[config.mk]
export PLATFORM = sky130hd
export DESIGN_NAME = ibuf_load_ctrl_flat
export DESIGN_NICKNAME = d
export VERILOG_FILES = /design/src/rtl/ibuf_load_ctrl_if.sv /design/src/rtl/ibuf_load_ctrl.sv /design/src/flat_wrapper.sv
export SDC_FILE = /design/constraint.sdc
export NUM_CORES = 1
export LEC_CHECK = 0
export BUFFER_PORTS_ARGS = -buffer_cell sky130_fd_sc_hd__buf_4
export CAP_MARGIN = 20
export CORE_MARGIN = 2
export CORE_UTILIZATION = 35
export DETAILED_ROUTE_END_ITERATION = 8
export PLACE_DENSITY = 0.51
export SETUP_SLACK_MARGIN = 0.2
export SLEW_MARGIN = 20
export SYNTH_ARGS = -nofsm -noshare
export SYNTH_HDL_FRONTEND = slang
export SYNTH_SLANG_ARGS = --single-unit
[constraint.sdc]
create_clock -name clk -period 5.96 [get_ports clk]
set_input_delay 0 -clock clk [delete_from_list [all_inputs] [get_ports clk]]
set_output_delay 0 -clock clk [all_outputs]
set_load 0.005 [all_outputs]
[src/rtl/ibuf_load_ctrl_if.sv]
// Handshake bundle between the index-buffer load controller and its
// neighbours: the task source, the ddr2ibuf configuration port and the
// DDR read-command port. The controller takes the master view.
interface ibuf_load_ctrl_if #(
   parameter int PE_NUM = 32,
   parameter int ADDR_W = 32
);
   // task descriptor
   logic              task_valid;
   logic              task_ready;
   logic [3:0]        task_mode;
   logic [7:0]        task_idx_num;
   logic [PE_NUM-1:0] task_pe_mask;
   logic              task_bcast;
   logic [ADDR_W-1:0] task_base;
   logic [ADDR_W-1:0] task_stride;
   // ddr2ibuf configuration
   logic              conf_valid;
   logic              conf_ready;
   logic [3:0]        conf_mode;
   logic [7:0]        conf_idx_num;
   logic [PE_NUM-1:0] conf_mask;
   // DDR read command
   logic              rd_cmd_valid;
   logic              rd_cmd_ready;
   logic [ADDR_W-1:0] rd_cmd_addr;
   logic [7:0]        rd_cmd_len;
   // status
   logic              busy;
   logic              done;

   modport master (
      input  task_valid, task_mode, task_idx_num, task_pe_mask, task_bcast,
             task_base, task_stride, conf_ready, rd_cmd_ready,
      output task_ready, conf_valid, conf_mode, conf_idx_num, conf_mask,
             rd_cmd_valid, rd_cmd_addr, rd_cmd_len, busy, done
   );

   modport slave (
      output task_valid, task_mode, task_idx_num, task_pe_mask, task_bcast,
             task_base, task_stride, conf_ready, rd_cmd_ready,
      input  task_ready, conf_valid, conf_mode, conf_idx_num, conf_mask,
             rd_cmd_valid, rd_cmd_addr, rd_cmd_len, busy, done
   );
endinterface

[src/rtl/ibuf_load_ctrl.sv]
// Index-buffer load controller. Accepts one task descriptor, then for each
// selected PE (ascending index) configures ddr2ibuf, issues one DDR read and
// waits for ddr2ibuf to go idle again. Broadcast tasks issue a single load
// written into every masked PE. All outputs are registered.
module ibuf_load_ctrl #(
   parameter int PE_NUM = 32,
   parameter int ADDR_W = 32,
   parameter int DDR_W  = 64,
   parameter int IDX_W  = 8
) (
   input logic clk,
   input logic rst,
   ibuf_load_ctrl_if.master bus
);

   // indices carried per DDR beat
   localparam int IDX_BATCH = DDR_W / (2 * IDX_W);
   localparam int BATCH_SH  = $clog2(IDX_BATCH);
   localparam int PIDX_W    = (PE_NUM > 1) ? $clog2(PE_NUM) : 1;

   typedef enum logic [2:0] {
      S_IDLE,
      S_PICK,
      S_CONF,
      S_CMD,
      S_WAIT,
      S_DONE
   } state_t;

   state_t state;

   // latched task descriptor
   logic [3:0]        mode_q;
   logic [7:0]        idx_num_q;
   logic [PE_NUM-1:0] mask_q;
   logic              bcast_q;
   logic [ADDR_W-1:0] base_q;
   logic [ADDR_W-1:0] stride_q;

   // PEs still waiting for their load
   logic [PE_NUM-1:0] rem_mask;

   // next load target derived from the remaining mask
   logic [PIDX_W-1:0] pick_idx;
   logic [PE_NUM-1:0] pick_onehot;
   logic [ADDR_W-1:0] pick_addr;

   // Beats needed for n indices: ceil(n / IDX_BATCH), kept in 8 bits.
   // A 9-bit sum keeps n=255 from wrapping before the shift.
   function automatic logic [7:0] ceil_len(input logic [7:0] n);
      logic [8:0] sum;
      sum = {1'b0, n} + 9'(IDX_BATCH - 1);
      return 8'(sum >> BATCH_SH);
   endfunction

   // Index of the lowest set bit of a mask (0 when the mask is empty).
   function automatic logic [PIDX_W-1:0] lowest_idx(input logic [PE_NUM-1:0] m);
      logic [PIDX_W-1:0] r;
      r = '0;
      for (int i = PE_NUM - 1; i >= 0; i--) begin
         if (m[i]) r = PIDX_W'(i);
      end
      return r;
   endfunction

   // Select the lowest pending PE and its block address (wraps modulo 2^ADDR_W).
   always_comb begin
      pick_idx    = lowest_idx(rem_mask);
      pick_onehot = rem_mask & (~rem_mask + PE_NUM'(1));
      pick_addr   = base_q + ADDR_W'(pick_idx) * stride_q;
   end

   // Task sequencer: one load per PE (or one broadcast load) per task.
   always_ff @(posedge clk) begin
      if (rst) begin
         state            <= S_IDLE;
         bus.task_ready   <= 1'b1;
         bus.busy         <= 1'b0;
         bus.done         <= 1'b0;
         bus.conf_valid   <= 1'b0;
         bus.rd_cmd_valid <= 1'b0;
         bus.conf_mode    <= '0;
         bus.conf_idx_num <= '0;
         bus.conf_mask    <= '0;
         bus.rd_cmd_addr  <= '0;
         bus.rd_cmd_len   <= '0;
         rem_mask         <= '0;
         mode_q           <= '0;
         idx_num_q        <= '0;
         mask_q           <= '0;
         bcast_q          <= 1'b0;
         base_q           <= '0;
         stride_q         <= '0;
      end else begin
         case (state)
            S_IDLE: begin
               if (bus.task_valid && bus.task_ready) begin
                  mode_q         <= bus.task_mode;
                  idx_num_q      <= bus.task_idx_num;
                  mask_q         <= bus.task_pe_mask;
                  bcast_q        <= bus.task_bcast;
                  base_q         <= bus.task_base;
                  stride_q       <= bus.task_stride;
                  rem_mask       <= bus.task_pe_mask;
                  bus.task_ready <= 1'b0;
                  bus.busy       <= 1'b1;
                  state          <= S_PICK;
               end
            end

            S_PICK: begin
               if (idx_num_q == 8'd0 || rem_mask == '0) begin
                  bus.done <= 1'b1;
                  state    <= S_DONE;
               end else begin
                  bus.conf_mode    <= mode_q;
                  bus.conf_idx_num <= idx_num_q;
                  bus.conf_mask    <= bcast_q ? mask_q : pick_onehot;
                  bus.rd_cmd_addr  <= bcast_q ? base_q : pick_addr;
                  bus.rd_cmd_len   <= ceil_len(idx_num_q);
                  bus.conf_valid   <= 1'b1;
                  state            <= S_CONF;
               end
            end

            S_CONF: begin
               // the read is only raised once ddr2ibuf has taken its config
               if (bus.conf_ready) begin
                  bus.conf_valid   <= 1'b0;
                  bus.rd_cmd_valid <= 1'b1;
                  state            <= S_CMD;
               end
            end

            S_CMD: begin
               if (bus.rd_cmd_ready) begin
                  bus.rd_cmd_valid <= 1'b0;
                  state            <= S_WAIT;
               end
            end

            S_WAIT: begin
               // ddr2ibuf back to idle means this load has landed
               if (bus.conf_ready) begin
                  rem_mask <= bcast_q ? '0 : (rem_mask & ~bus.conf_mask);
                  state    <= S_PICK;
               end
            end

            S_DONE: begin
               bus.done       <= 1'b0;
               bus.busy       <= 1'b0;
               bus.task_ready <= 1'b1;
               state          <= S_IDLE;
            end

            default: begin
               bus.done         <= 1'b0;
               bus.busy         <= 1'b0;
               bus.task_ready   <= 1'b1;
               bus.conf_valid   <= 1'b0;
               bus.rd_cmd_valid <= 1'b0;
               state            <= S_IDLE;
            end
         endcase
      end
   end

endmodule

[src/flat_wrapper.sv]
// flat-port wrapper written by rule: the top's interface ports become plain ports
module ibuf_load_ctrl_flat 
#(
   parameter int PE_NUM = 32,
   parameter int ADDR_W = 32,
   parameter int DDR_W  = 64,
   parameter int IDX_W  = 8
)
  (clk, rst, bus_task_valid, bus_task_mode, bus_task_idx_num, bus_task_pe_mask, bus_task_bcast, bus_task_base, bus_task_stride, bus_conf_ready, bus_rd_cmd_ready, bus_task_ready, bus_conf_valid, bus_conf_mode, bus_conf_idx_num, bus_conf_mask, bus_rd_cmd_valid, bus_rd_cmd_addr, bus_rd_cmd_len, bus_busy, bus_done);
  ibuf_load_ctrl_if #(.PE_NUM(PE_NUM), .ADDR_W(ADDR_W)) bus_i ();
  input logic clk;
  input logic rst;
  input wire logic [$bits(bus_i.task_valid)-1:0] bus_task_valid;
  input wire logic [$bits(bus_i.task_mode)-1:0] bus_task_mode;
  input wire logic [$bits(bus_i.task_idx_num)-1:0] bus_task_idx_num;
  input wire logic [$bits(bus_i.task_pe_mask)-1:0] bus_task_pe_mask;
  input wire logic [$bits(bus_i.task_bcast)-1:0] bus_task_bcast;
  input wire logic [$bits(bus_i.task_base)-1:0] bus_task_base;
  input wire logic [$bits(bus_i.task_stride)-1:0] bus_task_stride;
  input wire logic [$bits(bus_i.conf_ready)-1:0] bus_conf_ready;
  input wire logic [$bits(bus_i.rd_cmd_ready)-1:0] bus_rd_cmd_ready;
  output wire logic [$bits(bus_i.task_ready)-1:0] bus_task_ready;
  output wire logic [$bits(bus_i.conf_valid)-1:0] bus_conf_valid;
  output wire logic [$bits(bus_i.conf_mode)-1:0] bus_conf_mode;
  output wire logic [$bits(bus_i.conf_idx_num)-1:0] bus_conf_idx_num;
  output wire logic [$bits(bus_i.conf_mask)-1:0] bus_conf_mask;
  output wire logic [$bits(bus_i.rd_cmd_valid)-1:0] bus_rd_cmd_valid;
  output wire logic [$bits(bus_i.rd_cmd_addr)-1:0] bus_rd_cmd_addr;
  output wire logic [$bits(bus_i.rd_cmd_len)-1:0] bus_rd_cmd_len;
  output wire logic [$bits(bus_i.busy)-1:0] bus_busy;
  output wire logic [$bits(bus_i.done)-1:0] bus_done;
  assign bus_i.task_valid = bus_task_valid;
  assign bus_i.task_mode = bus_task_mode;
  assign bus_i.task_idx_num = bus_task_idx_num;
  assign bus_i.task_pe_mask = bus_task_pe_mask;
  assign bus_i.task_bcast = bus_task_bcast;
  assign bus_i.task_base = bus_task_base;
  assign bus_i.task_stride = bus_task_stride;
  assign bus_i.conf_ready = bus_conf_ready;
  assign bus_i.rd_cmd_ready = bus_rd_cmd_ready;
  assign bus_task_ready = bus_i.task_ready;
  assign bus_conf_valid = bus_i.conf_valid;
  assign bus_conf_mode = bus_i.conf_mode;
  assign bus_conf_idx_num = bus_i.conf_idx_num;
  assign bus_conf_mask = bus_i.conf_mask;
  assign bus_rd_cmd_valid = bus_i.rd_cmd_valid;
  assign bus_rd_cmd_addr = bus_i.rd_cmd_addr;
  assign bus_rd_cmd_len = bus_i.rd_cmd_len;
  assign bus_busy = bus_i.busy;
  assign bus_done = bus_i.done;
  ibuf_load_ctrl #(.PE_NUM(PE_NUM), .ADDR_W(ADDR_W), .DDR_W(DDR_W), .IDX_W(IDX_W)) u_core (.clk(clk), .rst(rst), .bus(bus_i));
endmodule
==> flow_metrics.env <==
export IMPL_status="finished, final reports clean"
export IMPL_end_kind="flop"
export IMPL_grt_max_degree=86
export IMPL_hold_start="bus_task_base[22]"
export IMPL_dr_first_iter_drc_count=559
export IMPL_critPathKind="flop to flop"
export IMPL_maxCapViolCount=0
export IMPL_grt_overflow=0
export IMPL_rows=74
export IMPL_tightest_slew_ps=888
export IMPL_ir_drop_mv=0.196
export IMPL_cp_arrival_ps=6020
export IMPL_antenna_cells=0
export IMPL_power_density_nw_per_um2=454
export IMPL_vias_per_cell=5.00
export IMPL_clk_pin_slew_ps=60
export IMPL_synth_edf_count=0
export IMPL_layout_commonest_cell="nand2_1"
export IMPL_die_height_um=207
export IMPL_synth_seq_cells=232
export IMPL_h_tree_depth=1
export IMPL_setup_tns_final_ps=0
export IMPL_port_buffers=201
export IMPL_yosysWarnings=0
export IMPL_fin_worst_skew_ps=10.4
export IMPL_grt_util_all_layers_pct=21.2
export IMPL_insertion_delay_ps=580
export IMPL_top_usage_layer="met2"
export IMPL_final_hold_viol_count=0
export IMPL_use_met3_pct=4.13
export IMPL_root_buffer="clkbuf_16"
export IMPL_drc=0
export IMPL_drt_wl_total_um=46500
export IMPL_yosysSeqAreaShare_pct=32.1
export IMPL_max_freq_mhz=179
export IMPL_io_pins=203
export IMPL_finalMaxSlewViolations=0
export IMPL_syn_instance_count=1798
export IMPL_cts_buffers=29
export IMPL_avgSynthCellArea_um2=8.04
export IMPL_met2_usage_pct=34.9
export IMPL_die_area_um2=43000
export IMPL_placed_cells=2485
export IMPL_setup_worst_path_start="u_core.rem_mask[9]"
export IMPL_clock_sinks=232
export IMPL_p_leak_nw=8.32
export IMPL_crit_required_ps=6390
export IMPL_area_growth_pct=34.7
export IMPL_ys_types=70
export IMPL_core_um2=40800
export IMPL_route_vias_total=13427
export IMPL_detail_route_first_pass_iterations=5
export IMPL_gp_routability_congestion=0.815
export IMPL_layout_nets=2391
export IMPL_synth_async_reset_ratio_pct=0
export IMPL_synth_ff_type="dfxtp_1"
export IMPL_use_met1_pct=28.8
export IMPL_final_cells=2683
export IMPL_grt_first_pass_wirelength_um=74300
export IMPL_drt_antenna_violating_nets=0
export IMPL_crit_fanout=14
export IMPL_cp_start_kind="flop"
export IMPL_clk_path_buf_depth=3
export IMPL_rsz0062_at_grt="yes"
export IMPL_dpl_hpwl_um=32000
export IMPL_antenna_found_initial=1
export IMPL_die_w_um=207
export IMPL_fin_crit_sh_pct=93.8
export IMPL_drive_above_1_share_pct=18.5
export IMPL_wl_per_cell_um=17.3
export IMPL_final_cell_mix="nand2_1, buf_4, dfxtp_1, a21oi_1, inv_1"
export IMPL_r2r_start="u_core.rem_mask[9]"
export IMPL_start_util_pct=35.4
export IMPL_setup_violations=0
export IMPL_hp_class="primary input to flop"
export IMPL_grt_pass1_vias=13520
export IMPL_slew_headroom_pct=40.8
export IMPL_synthesis_area_um2=14500
export IMPL_synth_fp_nets=2060
export IMPL_fin_crit_ps=5590
export IMPL_cts_tree="built"
critical path, stage by stage (launching register included):
cell,delay (ps)
dfxtp_1,340
or4_4,560
or3_1,420
a21boi_2,220
buf_12,170
and2_1,160
fa_1,430
fa_1,500
inv_1,50
fa_1,540
inv_1,60
ha_4,210
buf_4,150
a21o_1,160
a21oi_2,140
o21ai_1,80
a21oi_2,190
a21oi_2,90
o41a_1,460
a31oi_2,200
mux2i_1,220
a31oi_1,100
final timing paths:
path                                      to  depth (start not counted)  slack [ps]
hold / removal             u_core.base_q[22]                          4         220
hold reg to reg      u_core.bus.conf_mode[2]                          2         450
setup / recovery  u_core.bus.rd_cmd_addr[24]                         21         370
setup reg to reg  u_core.bus.rd_cmd_addr[24]                         21         370
area by class of cell:
class,instances,area [um^2]
fill,4026,21400
clock inverter,10,111
tap,532,666
timing repair buffer,410,3490
inverter,146,548
multi-input combinational,1310,9180
clock buffer,43,828
sequential,232,4650
state kept, by name, indices dropped and copies added, names as in the netlist, 3 cells and up:
name,flops
u_core.base_q,32
u_core.bus.conf_idx_num,8
u_core.bus.conf_mask,32
u_core.bus.conf_mode,4
u_core.bus.rd_cmd_addr,32
u_core.bus.rd_cmd_len,7
u_core.idx_num_q,8
u_core.mask_q,32
u_core.mode_q,4
u_core.rem_mask,32
u_core.state,3
u_core.stride_q,32
power breakdown:
group / internal (W) / leakage, nW / switching (W)
clock: 0.00101 / 0.453 / 0.000725
combinational: 0.00203 / 5.97 / 0.00275
sequential: 0.00194 / 1.90 / 0.000386
stage by stage:
step	setup slack, ps	util [%]	cell area [um^2]	total power [W]	hold slack [ps]
CTS	157	46.7	19100	0.00867	182
global placement	129	41.1	16800	0.00674	249
global route	141	47.7	19500	0.00958	217
floorplan	355	-	14500	0.00493	136
detailed placement	31.7	41.1	16800	0.00677	254
finish	371	47.7	19500	0.00884	219
logic make-up after synthesis:
family / synth area share [%]
flip-flops: 32.1
other: 0.0259
multiplexers: 0.485
AND/OR/NAND/NOR: 21.8
buffers and inverters: 6.74
AO/OA/AOI/OAI: 18.0
XOR/XNOR: 2.19
adder cells (fa/ha/maj): 18.7
metal layers:
| layer | vias up | share of wire, % |
|---|---|---|
| li1 | 6633 | - |
| met1 | 6487 | 47 |
| met2 | 261 | 46 |
| met3 | 46 | 4.9 |
| met4 | 0 | 2.3 |
| met5 | - | 0 |
synth_stat cells, drive strengths merged (7+ instances only):
| cell | instances | share of area, % |
|---|---|---|
| clkbuf | 105 | 2.7 |
| a21oi | 217 | 7.5 |
| dfxtp | 232 | 32 |
| a32oi | 11 | 0.67 |
| inv | 146 | 3.8 |
| nor3b | 8 | 0.42 |
| o21ai | 83 | 2.9 |
| or4 | 7 | 0.39 |
| mux2i | 7 | 0.48 |
| a21o | 9 | 0.47 |
| o211ai | 15 | 0.78 |
| and2 | 111 | 4.8 |
| o31ai | 7 | 0.40 |
| nand2 | 341 | 8.9 |
| fa | 113 | 16 |
| nand3 | 13 | 0.54 |
| ha | 35 | 3.0 |
| a211oi | 44 | 2.3 |
| nor3 | 26 | 0.93 |
| nor2 | 132 | 3.4 |
| a221oi | 7 | 0.42 |
| xor2 | 8 | 0.48 |
| nor4 | 13 | 0.71 |
| xnor2 | 23 | 1.4 |
timing repair:
action | in CTS | in global routing
resized for setup | 3 | 74
hold buffers | 133 | 0
setup endpoints to repair | 4 | 21
pin swaps | 0 | 34
buffers inserted | 0 | 12
hold endpoints to repair | 174 | 0
No activity file was read; power rests on OpenSTA's default activity.
